### src/rtl/baseerat_mux_arb_if.sv
// rtl/baseerat_mux_arb_if.sv - two-source / one-sink stream bundle for the round-robin mux arbiter
// The master modport is the arbiter's view; slave is the view of whatever surrounds it.
interface baseerat_mux_arb_if #(
  parameter int DATA_WIDTH = 16
);
  logic                  s0_valid;
  logic                  s0_ready;
  logic [DATA_WIDTH-1:0] s0_data;
  logic                  s0_last;

  logic                  s1_valid;
  logic                  s1_ready;
  logic [DATA_WIDTH-1:0] s1_data;
  logic                  s1_last;

  logic                  m_valid;
  logic                  m_ready;
  logic [DATA_WIDTH-1:0] m_data;
  logic                  m_last;

  logic [1:0]            grant;
  logic                  busy;

  modport master (
    input  s0_valid, s0_data, s0_last,
    output s0_ready,
    input  s1_valid, s1_data, s1_last,
    output s1_ready,
    output m_valid, m_data, m_last,
    input  m_ready,
    output grant, busy
  );

  modport slave (
    output s0_valid, s0_data, s0_last,
    input  s0_ready,
    output s1_valid, s1_data, s1_last,
    input  s1_ready,
    input  m_valid, m_data, m_last,
    output m_ready,
    input  grant, busy
  );
endinterface

### src/rtl/baseerat_mux_arb.sv
// rtl/baseerat_mux_arb.sv - round-robin, packet-locked 2:1 stream arbiter with one registered output stage
// Grant state drives the data mux select; a beat is accepted only while its source holds the grant.
module baseerat_mux_arb #(
  parameter int DATA_WIDTH = 16,
  parameter bit PKT_MODE   = 1'b1
) (
  input  logic                 clk,
  input  logic                 reset,
  baseerat_mux_arb_if.master   bus
);

  typedef enum logic [1:0] {
    IDLE = 2'd0,
    G0   = 2'd1,
    G1   = 2'd2
  } state_t;

  state_t                state;
  state_t                state_nxt;
  logic                  rr_src1;
  logic                  m_valid_q;
  logic [DATA_WIDTH-1:0] m_data_q;
  logic                  m_last_q;

  logic                  out_free;
  logic                  sel_valid;
  logic                  sel_last;
  logic [DATA_WIDTH-1:0] sel_data;
  logic                  other_valid;
  logic                  accept;
  logic                  end_grant;

  // Output slot can take a new beat when empty or being drained this cycle.
  assign out_free = !m_valid_q || bus.m_ready;

  always_comb begin
    sel_valid   = bus.s0_valid;
    sel_last    = bus.s0_last;
    sel_data    = bus.s0_data;
    other_valid = bus.s1_valid;
    if (state == G1) begin
      sel_valid   = bus.s1_valid;
      sel_last    = bus.s1_last;
      sel_data    = bus.s1_data;
      other_valid = bus.s0_valid;
    end
  end

  assign accept    = (state != IDLE) && sel_valid && out_free;
  assign end_grant = accept && (!PKT_MODE || sel_last);

  always_comb begin
    state_nxt = state;
    case (state)
      IDLE: begin
        if (bus.s0_valid && bus.s1_valid) begin
          state_nxt = rr_src1 ? G0 : G1;
        end else if (bus.s0_valid) begin
          state_nxt = G0;
        end else if (bus.s1_valid) begin
          state_nxt = G1;
        end
      end
      G0, G1: begin
        if (end_grant) begin
          // Hand straight over to a waiting peer so back-to-back packets see no bubble.
          if (other_valid) begin
            state_nxt = (state == G0) ? G1 : G0;
          end else if (!PKT_MODE && sel_valid && !sel_last) begin
            state_nxt = state;
          end else begin
            state_nxt = IDLE;
          end
        end
      end
      default: state_nxt = IDLE;
    endcase
  end

  always_ff @(posedge clk) begin
    if (reset) begin
      state     <= IDLE;
      rr_src1   <= 1'b1;
      m_valid_q <= 1'b0;
      m_data_q  <= '0;
      m_last_q  <= 1'b0;
    end else begin
      state <= state_nxt;
      if (accept) begin
        rr_src1   <= (state == G1);
        m_valid_q <= 1'b1;
        m_data_q  <= sel_data;
        m_last_q  <= sel_last;
      end else if (bus.m_ready) begin
        m_valid_q <= 1'b0;
      end
    end
  end

  assign bus.s0_ready = (state == G0) && out_free;
  assign bus.s1_ready = (state == G1) && out_free;
  assign bus.m_valid  = m_valid_q;
  assign bus.m_data   = m_data_q;
  assign bus.m_last   = m_last_q;
  assign bus.grant    = {state == G1, state == G0};
  assign bus.busy     = (state != IDLE) || m_valid_q;

endmodule
### src/flat_wrapper.sv
// flat-port wrapper written by rule: the top's interface ports become plain ports
module baseerat_mux_arb_flat 
#(
  parameter int DATA_WIDTH = 16,
  parameter bit PKT_MODE   = 1'b1
)
  (clk, reset, bus_s0_valid, bus_s0_data, bus_s0_last, bus_s0_ready, bus_s1_valid, bus_s1_data, bus_s1_last, bus_s1_ready, bus_m_valid, bus_m_data, bus_m_last, bus_m_ready, bus_grant, bus_busy);
  baseerat_mux_arb_if #(.DATA_WIDTH(DATA_WIDTH)) bus_i ();
  input  logic clk;
  input  logic reset;
  input wire logic [$bits(bus_i.s0_valid)-1:0] bus_s0_valid;
  input wire logic [$bits(bus_i.s0_data)-1:0] bus_s0_data;
  input wire logic [$bits(bus_i.s0_last)-1:0] bus_s0_last;
  output wire logic [$bits(bus_i.s0_ready)-1:0] bus_s0_ready;
  input wire logic [$bits(bus_i.s1_valid)-1:0] bus_s1_valid;
  input wire logic [$bits(bus_i.s1_data)-1:0] bus_s1_data;
  input wire logic [$bits(bus_i.s1_last)-1:0] bus_s1_last;
  output wire logic [$bits(bus_i.s1_ready)-1:0] bus_s1_ready;
  output wire logic [$bits(bus_i.m_valid)-1:0] bus_m_valid;
  output wire logic [$bits(bus_i.m_data)-1:0] bus_m_data;
  output wire logic [$bits(bus_i.m_last)-1:0] bus_m_last;
  input wire logic [$bits(bus_i.m_ready)-1:0] bus_m_ready;
  output wire logic [$bits(bus_i.grant)-1:0] bus_grant;
  output wire logic [$bits(bus_i.busy)-1:0] bus_busy;
  assign bus_i.s0_valid = bus_s0_valid;
  assign bus_i.s0_data = bus_s0_data;
  assign bus_i.s0_last = bus_s0_last;
  assign bus_s0_ready = bus_i.s0_ready;
  assign bus_i.s1_valid = bus_s1_valid;
  assign bus_i.s1_data = bus_s1_data;
  assign bus_i.s1_last = bus_s1_last;
  assign bus_s1_ready = bus_i.s1_ready;
  assign bus_m_valid = bus_i.m_valid;
  assign bus_m_data = bus_i.m_data;
  assign bus_m_last = bus_i.m_last;
  assign bus_i.m_ready = bus_m_ready;
  assign bus_grant = bus_i.grant;
  assign bus_busy = bus_i.busy;
  baseerat_mux_arb #(.DATA_WIDTH(DATA_WIDTH), .PKT_MODE(PKT_MODE)) u_core (.clk(clk), .reset(reset), .bus(bus_i));
endmodule
### config.mk
export PLATFORM = sky130hd
export DESIGN_NAME = baseerat_mux_arb_flat
export DESIGN_NICKNAME = d
export VERILOG_FILES = /design/src/rtl/baseerat_mux_arb_if.sv /design/src/rtl/baseerat_mux_arb.sv /design/src/flat_wrapper.sv
export SDC_FILE = /design/constraint.sdc
export NUM_CORES = 1
export LEC_CHECK = 0
export BUFFER_PORTS_ARGS = -buffer_cell sky130_fd_sc_hd__buf_2
export CAP_MARGIN = 10
export CORE_AREA = 10 10 63 65
export CTS_CLUSTER_DIAMETER = 80
export DETAILED_ROUTE_END_ITERATION = 8
export DIE_AREA = 0 0 73 75
export PLACE_DENSITY = 0.77
export SLEW_MARGIN = 0
export SYNTH_ARGS = -nofsm -noshare
export SYNTH_HDL_FRONTEND = slang
export SYNTH_SLANG_ARGS = --single-unit
### constraint.sdc
create_clock -name clk -period 2.2 [get_ports clk]
set_input_delay 0 -clock clk [delete_from_list [all_inputs] [get_ports clk]]
set_output_delay 0 -clock clk [all_outputs]
set_load 0.05 [all_outputs]
=== After elaboration in Yosys (flattened, before gate mapping) ===
Cells that the tools add are included.

* Equality and inequality tests: 4
* Muxes and demuxes: 14
* Reductions and logical operators: 14

{| class="wikitable"
|+ Operators with widths
! operator !! count
|-
| 2-to-1 mux 16 bit || 1
|-
| 2-to-1 mux 2 bit || 7
|-
| logical AND 1 bit || 6
|-
| 2-to-1 mux 1 bit || 5
|-
| != test 4 x 3 -> 1 bit, second input constant || 1
|-
| case mux 2 bit (2 select lines) || 1
|-
| nonzero test 2 bit || 2
|-
| == test 2 x 1 -> 1 bit, second input constant || 1
|-
| == test 2 bit, second input constant || 1
|-
| logical NOT 2 bit || 1
|-
| logical OR 1 bit || 2
|-
| != test 2 x 1 -> 1 bit, second input constant || 1
|-
| AND reduction 2 bit || 1
|-
| OR reduction 2 bit || 1
|-
| logical NOT 1 bit || 1
|}

* Register bits after elaboration: 21
* Input port bits: 39
* Output and inout bits: 23
* Word-level logic and storage cells: 37

=== Longest topological paths before layout ===
Gate-level depths: netlist of the first run.

* Depth after elaboration: 7
* Mapped depth: 7
* Gate-level depth less buffers: 6

=== Least setup slack after synthesis of the first run ===
No wires, ideal clock.

* Path type: flip-flop to output port
* Start: reg u_core.state[0]
* End: out bus_s1_ready
* Data arrival time: 1,868 ps
* Required time: 2,200 ps
* Slack: 332 ps
* Stages on the path, launching flop included: 6
* Path buffers: 2
* Cells stage by stage: dfxtp_1 inv_1 ha_1 buf_6 buf_2 and2_1

* Cells in the longest elaborated chain, start to end: 2

{| class="wikitable"
|+ RTL lines
! item !! RTL line !! text
|-
| start: declaration || baseerat_mux_arb.sv:18 || <nowiki>state_t state;</nowiki>
|-
| start signal: assignment || baseerat_mux_arb.sv:88 || <nowiki>state <= state_nxt;</nowiki>
|-
| == test 2 bit || -- ||
|-
| named net bus_grant[1] || flat_wrapper.sv:23 || <nowiki>output wire logic [$bits(bus_i.grant)-1:0] bus_grant;</nowiki>
|-
| logical AND 1 bit || baseerat_mux_arb.sv:101 || <nowiki>assign bus.s1_ready = (state == G1) && out_free;</nowiki>
|-
| end: declaration || flat_wrapper.sv:18 || <nowiki>output wire logic [$bits(bus_i.s1_ready)-1:0] bus_s1_ready;</nowiki>
|}

The timed path passes the listed nets, and every way through them passes these cells.

=== Final worst setup path of the first run ===
* Start: reg u_core.state[0]
* End: reg u_core.m_data_q[13] (netlist: u_core.bus.m_data[13])

* Cells in the longest elaborated chain, start to end: 4
* Elaborated cells between the ends (all ways): 6
* Those cells by class: eq/ne (1); mux (2); reduce/logical (3)

{| class="wikitable"
|+ RTL lines
! item !! RTL line !! text
|-
| == test 2 bit || baseerat_mux_arb.sv:41 || <nowiki>if (state == G1) begin</nowiki>
|-
| 2-to-1 mux 1 bit || baseerat_mux_arb.sv:41 ||
|-
| logical AND 1 bit (2 in a row) || baseerat_mux_arb.sv:49 || <nowiki>assign accept = (state != IDLE) && sel_valid && out_free;</nowiki>
|-
| end signal: assignment || baseerat_mux_arb.sv:92 || <nowiki>m_data_q <= sel_data;</nowiki>
|-
| end: declaration || baseerat_mux_arb.sv:22 || <nowiki>logic [DATA_WIDTH-1:0] m_data_q;</nowiki>
|}

Several ways; a longest one is shown, not always the timed one.
A chain may end at the register's enable or synchronous reset.

==> results.md, run 1 <==
- Status: completed
- Setup total negative slack: 0 ps
- Die height: around 75 um
- Die X: 73 um
- Leakage: 0.688 nW
- F_max: 0.521 GHz
- Wire per inst: 14.7 um
- Share of the synthesized area in the top cell type: 35.4%
- Mapped Cells: approximately 120
- Multi-input logic area: 704 sq um
- Sw Pwr: approximately 0.0014 W
- Worst skew pair latency: about 300 ps
- Mapped Nets: ~160
- Synth-to-layout area growth: 29.7%
- Post-DP Area: 1510 sq um
- Switching Share: 54.3%
- Largest net degree at the start of global routing: 29
- Post-synthesis cell area: 1190 sq um
- CP max FO: 28
- R2R Setup Slk: 280 ps
- Place WS: 285 ps
- Crit Path Category: reg -> reg
- Post-synthesis sequential area ratio: 35.4%
- Post-layout net count: about 220
- # port buffers: between 60 and 70
- RSZ-0062 raised after global routing: no
- CTS Hold Bufs: 0
- Worst hold start: bus_s0_data[14]
- Power share of the combinational group: 67.9%
- H-tree levels: 1
- Maximum vdd drop: 0.944 mV
- DRC errors left: 0
- Initial Utilization: 43.8%
- Reg2reg end: u_core.bus.m_data[13]
- FF+latch count, synth: 21
- Num CTS Buffers: 3
- Hold Crit Depth: 3
- Int Pwr: 0.00114 W
- Final period util: 87.2%
- Layout cells sized above 1: around 50%
- Die area: roughly 5500 sq um
- Clk slew on worst S/H paths: 120 ps
- Maxcap violations: 0
- CTS sink count: 21
- FF-to-FF path depth: 7
- Ant diodes: 0
- Routed vias/inst: roughly 5
- Most common cell in the netlist: dfxtp_1
- Fin. Hold Viols: 0
- Gpl congestion: roughly 0.73
- Warnings, synthesis: 0
- Top cells by count, synth: 21 x dfxtp_1, 19 x mux2i_1, 19 x nor2_1
- # resized after CTS: 0
- Final Cell Area: roughly 1500 sq um
- Vias: 1038
- Initial antenna violation count: 0
- Total wire length: roughly 3100 um
- Final setup viols: 0
- P per Cell Area: 1630 nW/um^2
- Clk network pwr share: 7.4%
- Clk root buf: clkbuf_4
- Ranking of synthesized cells by area: dfxtp_1 35%, mux2i_1 16%, a211oi_2 14%, nor2_1 6.0%, ha_1 5.3%
- All-Layer GR Usage: 10.4%
- Avg Synthesized Cell Area: 10.3 sq um
- Flop pwr share: 24.7%
- WP data arrival: 2140 ps
- Post-layout util: 56.8%
- CTS tree: built
- Required @ worst endpoint: around 2400 ps
- Iteration-0 DRC Markers: 24
- Setup crit end kind: flip-flop
- Post-synth cell types: 26
- Cell type with the largest total area after synthesis: dfxtp_1
- First-pass DRT Iterations: 4
- Post-synth EDFFs: 0
- Worst Max-Slew Pin Slew: 533 ps
- Ys async rst share: 0%
- CTS Buffer Depth: 2
- Post-layout minimum cycle time: approximately 1900 ps
- Slew headroom: between 60% and 70%
- Storage cell area: 420 sq um
- Worst Hold Path EP: u_core.bus.m_data[14]
- Vias in the first global route: 1091
- Core Box Area: 2710 sq um
- Fin. max-slew vios: 0
- CP startpoint kind: flip-flop
- Hold crit path type: in -> reg
- Skew final: 1.25 ps
- Global route overflow: 0
- Worst reg2reg startpoint: u_core.state[0]
- Final Worst Setup Slack: 282 ps
- Row cnt: 19
- Post-CTS setup repair buffer count: 0
- Io pins: 62
- Crit. Startpoint: u_core.state[0]
- Hpwl dp: 2530 um
- Layout fillers: 237
- Most used DFF post-synth: dfxtp_1
- Routed Antenna Nets: 0
- First-pass GRT wire length: 4640 um
[worst max-delay path, cell delays in order, from the launching register on]
cell	delay, ps
dfxtp_1	400
inv_1	100
ha_1	230
mux2i_2	190
nor3_4	380
buf_12	250
nor2_1	70
a211oi_1	210
[layer usage]
metal  track usage [%]  part of all wire (%)
met1              10.8                    41
met2              18.2                    50
met3              4.73                   8.5
met4              3.16                  0.33
met5                 0                     0
[power groups by stage]
| stage | clock (W) | sequential (W) | combinational (W) |
|---|---|---|---|
| after floorplan | 0 | 0.00105 | 0.000953 |
| after global routing | 0.000205 | 0.000642 | 0.00181 |
| after CTS | 0.000190 | 0.000620 | 0.00172 |
| after detailed placement | 0 | 0.000627 | 0.00171 |
| after global placement | 0 | 0.000621 | 0.00167 |
| final | 0.000185 | 0.000619 | 0.00170 |
[final cells by class]
type / instances / share of cell area, %
Multi-Input combinational cell: 85 / 45.8
Clock buffer: 3 / 1.46
Tap cell: 31 / 2.52
Timing Repair Buffer: 64 / 22.1
Sequential cell: 21 / 27.3
Inverter: 2 / 0.488
Clock inverter: 1 / 0.325
[how the worst max path moves through the flow]
stage	to	depth (start not counted)	slack, ps
2_1_floorplan	bus_s1_ready	5	330
3_3_place_gp	u_core.bus.m_data[0]	7	440
3_5_place_dp	u_core.bus.m_data[13]	7	280
4_1_cts	u_core.bus.m_data[13]	7	260
5_1_grt	u_core.bus.m_data[12]	7	130
6_report	u_core.bus.m_data[13]	7	280
[registers in the layout (all words and copies together) (netlist names)]
register,count
u_core.bus.m_data,16
u_core.state,2
u_core.rr_src1,1
u_core.bus.m_valid,1
u_core.bus.m_last,1
[logic make-up after synthesis]
kind of cell             Yosys count  synth area share, %
buffers and inverters              9                 5.17
AO/OA/AOI/OAI                     22                 20.3
flip-flops                        21                 35.4
AND/OR/NAND/NOR                   37                 15.7
adder cells (fa/ha/maj)            5                 5.27
multiplexers                      21                 18.1
[per-stage QoR]
| stage | instances | power [W] | hold WS [ps] |
|---|---|---|---|
| floorplan | 115 | 0.00201 | 184 |
| global placement | 203 | 0.00229 | 354 |
| detailed placement | 203 | 0.00234 | 354 |
| CTS | 207 | 0.00253 | 28.4 |
| global route | 207 | 0.00265 | 41.2 |
| finish | 207 | 0.00250 | 37.2 |
[cells in the final DEF (no fill, tap or decap)]
cell type / synthesis / layout
a211o_1: 1 / 1
a211oi_1: 4 / 4
a211oi_2: 13 / 13
a21boi_0: 1 / 1
a32o_1: 1 / 1
and2_1: 2 / 2
and3_1: 1 / 1
buf_12: 0 / 1
buf_2: 1 / 61
buf_4: 1 / 2
clkbuf_4: 0 / 3
clkinv_2: 0 / 1
dfxtp_1: 21 / 21
ha_1: 5 / 5
inv_1: 2 / 2
mux2_2: 1 / 1
mux2i_1: 19 / 19
mux2i_2: 1 / 1
nand2_1: 3 / 3
nand2b_1: 5 / 5
nor2_1: 19 / 19
nor2_2: 3 / 3
nor2b_1: 3 / 3
nor3_4: 1 / 1
o21ai_0: 1 / 1
o41ai_2: 1 / 1
Note: power is estimated with default switching activity, not from simulation.
==> run 2, diff against run 1 <==
--- a/config.mk
+++ b/config.mk
@@ -12,6 +12,7 @@
 export DETAILED_ROUTE_END_ITERATION = 8
 export DIE_AREA = 0 0 73 75
 export PLACE_DENSITY = 0.77
+export REMOVE_ABC_BUFFERS = 1
 export SLEW_MARGIN = 0
 export SYNTH_ARGS = -nofsm -noshare
 export SYNTH_HDL_FRONTEND = slang
==> results.md, run 2 (same netlist as run 1, synthesis figures left out) <==
- Sw Pwr: about 0.0013 W
- Hpwl dp: 2470 um
- Power share of the combinational group: 68.0%
- Final period util: 80.3%
- Post-CTS setup repair buffer count: 0
- CTS Hold Bufs: 0
- Largest register FFs: 16
- Initial antenna violation count: 0
- R2R Setup Slk: 430 ps
- Place WS: 442 ps
- Worst Max-Slew Pin Slew: 539 ps
- Fin. max-slew vios: 0
- Commonest non-fill, non-tap cells in the layout: 61 x buf_2, 21 x dfxtp_1, 19 x mux2i_1, 19 x nor2_1, 13 x a211oi_2
- Ant diodes: 0
- CP startpoint kind: flip-flop
- Final setup viols: 0
- Largest net degree at the start of global routing: 37
- CP max FO: 36
- Buf+Inv Stages, Crit Path: 2
- Setup total negative slack: 0 ps
- Skew final: between 3 and 4 ps
- Core Box Area: 2710 sq um
- Clk network pwr share: 7.3%
- Initial Utilization: 43.8%
- RSZ-0062 raised after global routing: no
- DRC errors left: 0
- Global route overflow: 0
- Slew headroom: 64.1%
- Die X: 73 um
- Clk slew on worst S/H paths: 110 ps
- Post-layout minimum cycle time: 1770 ps
- Routed Antenna Nets: 0
- Largest delay share family, worst path: flip-flops
- Hold crit path type: in -> reg
- Setup crit end kind: flip-flop
- Post-layout net count: between 200 and 250
- Vias in the first global route: 1115
- CTS tree: built
- Worst path cell trace: inv_1, ha_1, mux2i_2, nor3_4, buf_12, nor2b_1, a211o_1
- Required @ worst endpoint: 2400 ps
- Routed vias/inst: approximately 5.0
- Leakage: 0.686 nW
- Num CTS Buffers: 3
- Flop pwr share: 24.7%
- Total wire length: 3050 um
- Status: completed
- Worst skew pair latency: 300 ps
- # port buffers: 61
- Int Pwr: 0.00115 W
- Worst hold slack: between 40 and 50 ps
- Layout fillers: 249
- Final non-filler cell total: just over 200
- F_max: between 0.5 and 0.6 GHz
- CTS sink count: 21
- Synth-to-layout area growth: 29.6%
- Most common cell after layout, fill and taps aside: buf_2
- Maximum vdd drop: 1.35 mV
- Post-DP Area: 1510 sq um
- Row cnt: 19
- CTS Buffer Depth: 2
- All-Layer GR Usage: 11.4%
- Clk root buf: clkbuf_4
- Crit Path Category: reg -> reg
- Final Worst Setup Slack: 433 ps
- WP data arrival: 1960 ps
- First-pass GRT wire length: roughly 5000 um
- Die height: 75 um
- First-pass DRT Iterations: 4
- Crit-path slowest cell: dfxtp_1
- Switching Share: approximately 54%
- Vias: 1025
- Iteration-0 DRC Markers: 41
- Gpl congestion: 0.779
- Die area: between 5000 and 6000 sq um
- H-tree levels: 1
- Worst path max stage delay: roughly 400 ps
- Final Cell Area: about 1500 sq um
- Layout cells sized above 1: 49.4%
- Wire per inst: 14.7 um
- # resized after CTS: 0
- Io pins: 62
- Cells after DPL: 203
- P per Cell Area: ~1600 nW/um^2
- Fin. Hold Viols: 0
- Maxcap violations: 0
-- run 2: changes by cell type in the layout (fill, tap and decap cells not counted), sizes merged --
cell / change
clkinv: -1
clkbuf: +1
-- run 2: worst register-to-register path: stages (launching register included) --
cell and delay, ps:
dfxtp_1 400, inv_1 110, ha_1 230, mux2i_2 190, nor3_4 170, buf_12 240
nor2b_1 80, a211o_1 260
-- run 2: power by group through the flow --
stage / Sequential [W] / Clock [W] / Combinational, W
2_1_floorplan: 0.00105 / 0 / 0.000893
3_3_place_gp: 0.000616 / 0 / 0.00168
3_5_place_dp: 0.000622 / 0 / 0.00171
4_1_cts: 0.000616 / 0.000190 / 0.00171
5_1_grt: 0.000635 / 0.000208 / 0.00181
6_report: 0.000616 / 0.000181 / 0.00169
-- run 2: final timing paths --
path                                            start               endpoint  cells past startpoint
worst max-delay path                  u_core.state[0]         u_core.rr_src1                      7
worst min-delay path                  bus_s0_data[14]  u_core.bus.m_data[14]                      3
worst max register to register        u_core.state[0]         u_core.rr_src1                      7
worst min register to register  u_core.bus.m_data[14]  u_core.bus.m_data[14]                      2
-- run 2: area by class of cell --
| cell class | count | area (sq um) | area share, % |
|---|---|---|---|
| clock buffer | 4 | 26.3 | 1.71 |
| timing repair buffer | 64 | 340 | 22.1 |
| multi-input combinational | 85 | 704 | 45.8 |
| sequential | 21 | 420 | 27.3 |
| inverter | 2 | 7.51 | 0.488 |
| tap | 31 | 38.8 | 2.52 |
-- run 2: metal layers --
| metal | up-vias | GRT usage, % | wire length, um |
|---|---|---|---|
| met5 | - | 0 | 0 |
| met4 | 0 | 5.06 | 26 |
| met3 | 2 | 5.78 | 281 |
| met2 | 40 | 18.9 | 1440 |
| met1 | 451 | 11.8 | 1290 |
| li1 | 532 | - | - |
-- run 2: through the flow --
| step | power [W] | utilization (%) |
|---|---|---|
| 2_1_floorplan | 0.00195 | - |
| 3_3_place_gp | 0.00229 | 55.8 |
| 3_5_place_dp | 0.00233 | 55.8 |
| 4_1_cts | 0.00252 | 56.7 |
| 5_1_grt | 0.00265 | 56.7 |
| 6_report | 0.00249 | 56.7 |
==> run 3, diff against run 2 <==
--- a/config.mk
+++ b/config.mk
@@ -5,13 +5,14 @@
 export SDC_FILE = /design/constraint.sdc
 export NUM_CORES = 1
 export LEC_CHECK = 0
+export ABC_AREA = 1
 export BUFFER_PORTS_ARGS = -buffer_cell sky130_fd_sc_hd__buf_2
 export CAP_MARGIN = 10
-export CORE_AREA = 10 10 63 65
+export CORE_AREA = 10 10 67 69
 export CTS_CLUSTER_DIAMETER = 80
 export DETAILED_ROUTE_END_ITERATION = 8
-export DIE_AREA = 0 0 73 75
-export PLACE_DENSITY = 0.77
+export DIE_AREA = 0 0 77 79
+export PLACE_DENSITY = 0.72
 export REMOVE_ABC_BUFFERS = 1
 export SLEW_MARGIN = 0
 export SYNTH_ARGS = -nofsm -noshare
==> constraint.sdc (replaced) <==
create_clock -name clk -period 1.5 [get_ports clk]
set_input_delay 0 -clock clk [delete_from_list [all_inputs] [get_ports clk]]
set_output_delay 0 -clock clk [all_outputs]
set_load 0.05 [all_outputs]
==> results.md, run 3 <==
- Most used DFF post-synth: dfxtp_1
- Post-layout minimum cycle time: 1430 ps
- Worst path max stage delay: around 360 ps
- Initial Utilization: 37.7%
- Commonest non-fill, non-tap cells in the layout: 58 x buf_2, 53 x nand2_1, 20 x dfxtp_1, 16 x o211a_1, 12 x nand3_2
- Fin. Hold Viols: 0
- CTS Buffer Depth: 2
- Share of the synthesized area in the top cell type: 34.5%
- Ant diodes: 0
- Wire per inst: roughly 13 um
- Die X: 77 um
- Power share of the combinational group: 71.4%
- Required @ worst endpoint: 1700 ps
- Crit-path slowest cell: dfxtp_1
- Largest register FFs: 16
- First-pass GRT wire length: 5540 um
- All-Layer GR Usage: 10.8%
- Crit Path Category: reg -> reg
- Warnings, synthesis: 0
- Core Box Area: 3230 sq um
- Most common cell in the netlist: nand2_1
- Most common cell after layout, fill and taps aside: buf_2
- Final period util: 95.2%
- Routed Antenna Nets: 0
- Slew headroom: 66.2%
- Post-layout util: between 50% and 60%
- Skew final: 6.28 ps
- Layout fillers: 340
- DRC errors left: 0
- Ys async rst share: 0%
- Initial antenna violation count: 0
- Ranking of synthesized cells by area: dfxtp_1 34%, nand2_1 17%, o211a_1 13%, nand3_2 9.8%, ha_1 5.1%
- Status: completed
- Vias: 1256
- Io pins: 62
- Top cells by count, synth: 54 x nand2_1, 21 x dfxtp_1, 16 x o211a_1
- H-tree levels: 1
- Hpwl dp: 2600 um
- Routed vias/inst: 4.72
- CP max FO: 17
- Flop pwr share: 21.9%
- Cell type with the largest total area after synthesis: dfxtp_1
- Mapped Cells: between 150 and 200
- Multi-input logic area: about 700 sq um
- Final non-filler cell total: 266
- Largest net degree at the start of global routing: 35
- Post-synth cell types: 22
- Clk root buf: clkbuf_4
- Hold crit path type: in -> reg
- Gpl congestion: 0.782
- Worst skew pair latency: 300 ps
- Num CTS Buffers: 3
- Row cnt: 21
- CTS sink count: 21
- Cells after DPL: approximately 260
- Clk network pwr share: approximately 6.6%
- First-pass DRT Iterations: 4
- CTS tree: built
- Sw Pwr: 0.00229 W
- Maxcap violations: 0
- Largest delay share family, worst path: flip-flops
- Leakage: 0.963 nW
- Layout cells sized above 1: 44.1%
- P per Cell Area: ~2400 nW/um^2
- Clk slew on worst S/H paths: 120 ps
- Int Pwr: 0.00180 W
- Worst path cell trace: inv_2, ha_1, nor2_2, nor2_4, nand3_4, inv_6, o211a_1
- Maximum vdd drop: 1.16 mV
- Switching Share: 56.0%
- CP startpoint kind: flip-flop
- Iteration-0 DRC Markers: 55
- Avg Synthesized Cell Area: 7.97 sq um
- Post-CTS setup repair buffer count: 0
- Total wire length: between 3000 and 4000 um
- # port buffers: 61
- Global route overflow: 0
- Synth-to-layout area growth: 37.7%
- Worst Max-Slew Pin Slew: 503 ps
- Post-layout net count: 265
- Fin. max-slew vios: 0
- Setup crit end kind: flip-flop
- WP data arrival: 1630 ps
- Die area: approximately 6100 sq um
- RSZ-0062 raised after global routing: yes
- Post-synthesis sequential area ratio: 34.5%
- Buf+Inv Stages, Crit Path: 2
- Vias in the first global route: 1280
- Storage cell area: 424 sq um
- Post-synth EDFFs: 0
- Die height: 79 um
- FF+latch count, synth: 21
- F_max: between 0.7 and 0.8 GHz
- Post-synthesis cell area: 1220 sq um
- Final setup viols: 0
run 3: cells by family after synthesis:
family                   Yosys count  synth area share (%)
AND/OR/NAND/NOR                   83                  34.6
AO/OA/AOI/OAI                     23                  16.0
buffers and inverters             21                  9.85
flip-flops                        21                  34.5
adder cells (fa/ha/maj)            5                  5.13
run 3: power by group through the flow:
stage | clock [W] | combinational (W) | sequential (W)
6_report | 0.000270 | 0.00292 | 0.000896
5_1_grt | 0.000305 | 0.00317 | 0.000924
4_1_cts | 0.000284 | 0.00274 | 0.000895
3_5_place_dp | 0 | 0.00267 | 0.000895
3_3_place_gp | 0 | 0.00264 | 0.000893
2_1_floorplan | 0 | 0.00140 | 0.00150
run 3: timing repair:
| item | 4_1_cts | 5_1_grt |
|---|---|---|
| endpoints found under the hold margin | 3 | 0 |
| hold buffers | 1 | 0 |
| gates resized for setup | 8 | 11 |
| cloned | 0 | 2 |
| endpoints found under the setup margin | 17 | 21 |
run 3: final cells by class:
cell class | instances | area share [%]
clock buffer | 4 | 1.56
timing repair inverter | 2 | 1.19
tap | 46 | 3.43
timing repair buffer | 68 | 22.6
inverter | 14 | 3.87
multi-input combinational | 111 | 42.1
sequential | 21 | 25.2
run 3: final timing paths:
check / from / endpoint / slack, ps / cells past startpoint
worst max-delay path: u_core.state[0] / u_core.bus.m_data[12] / 70 / 7
worst min-delay path: bus_s1_data[13] / u_core.bus.m_data[13] / 30 / 4
worst max register to register: u_core.state[0] / u_core.bus.m_data[12] / 70 / 7
worst min register to register: u_core.bus.m_last / u_core.bus.m_last / 480 / 2
run 3: worst register-to-register path: stages (launching register included):
cell	delay (ps)
dfxtp_1	360
inv_2	70
ha_1	230
nor2_2	130
nor2_4	50
nand3_4	170
inv_6	110
o211a_1	210
run 3: through the flow:
stage	TNS [ps]	area, sq um	worst slack, ps	total power, W	hold slack (ps)
final	0	1680	72.1	0.00408	30.3
after global routing	-24.0	1680	-14.3	0.00440	32.6
after CTS	0	1630	38.8	0.00392	22.3
after detailed placement	-89.8	1570	-22.5	0.00356	216
after global placement	0	1570	28.9	0.00354	216
after floorplan	-9200	1160	-732	0.00290	69.1
run 3: routing by layer:
metal	track usage (%)	vias to the layer above	wire (um)
met5	0	-	0
met4	2.74	0	16
met3	7.09	2	442
met2	18.3	44	1630
met1	10.8	570	1400
li1	-	640	-
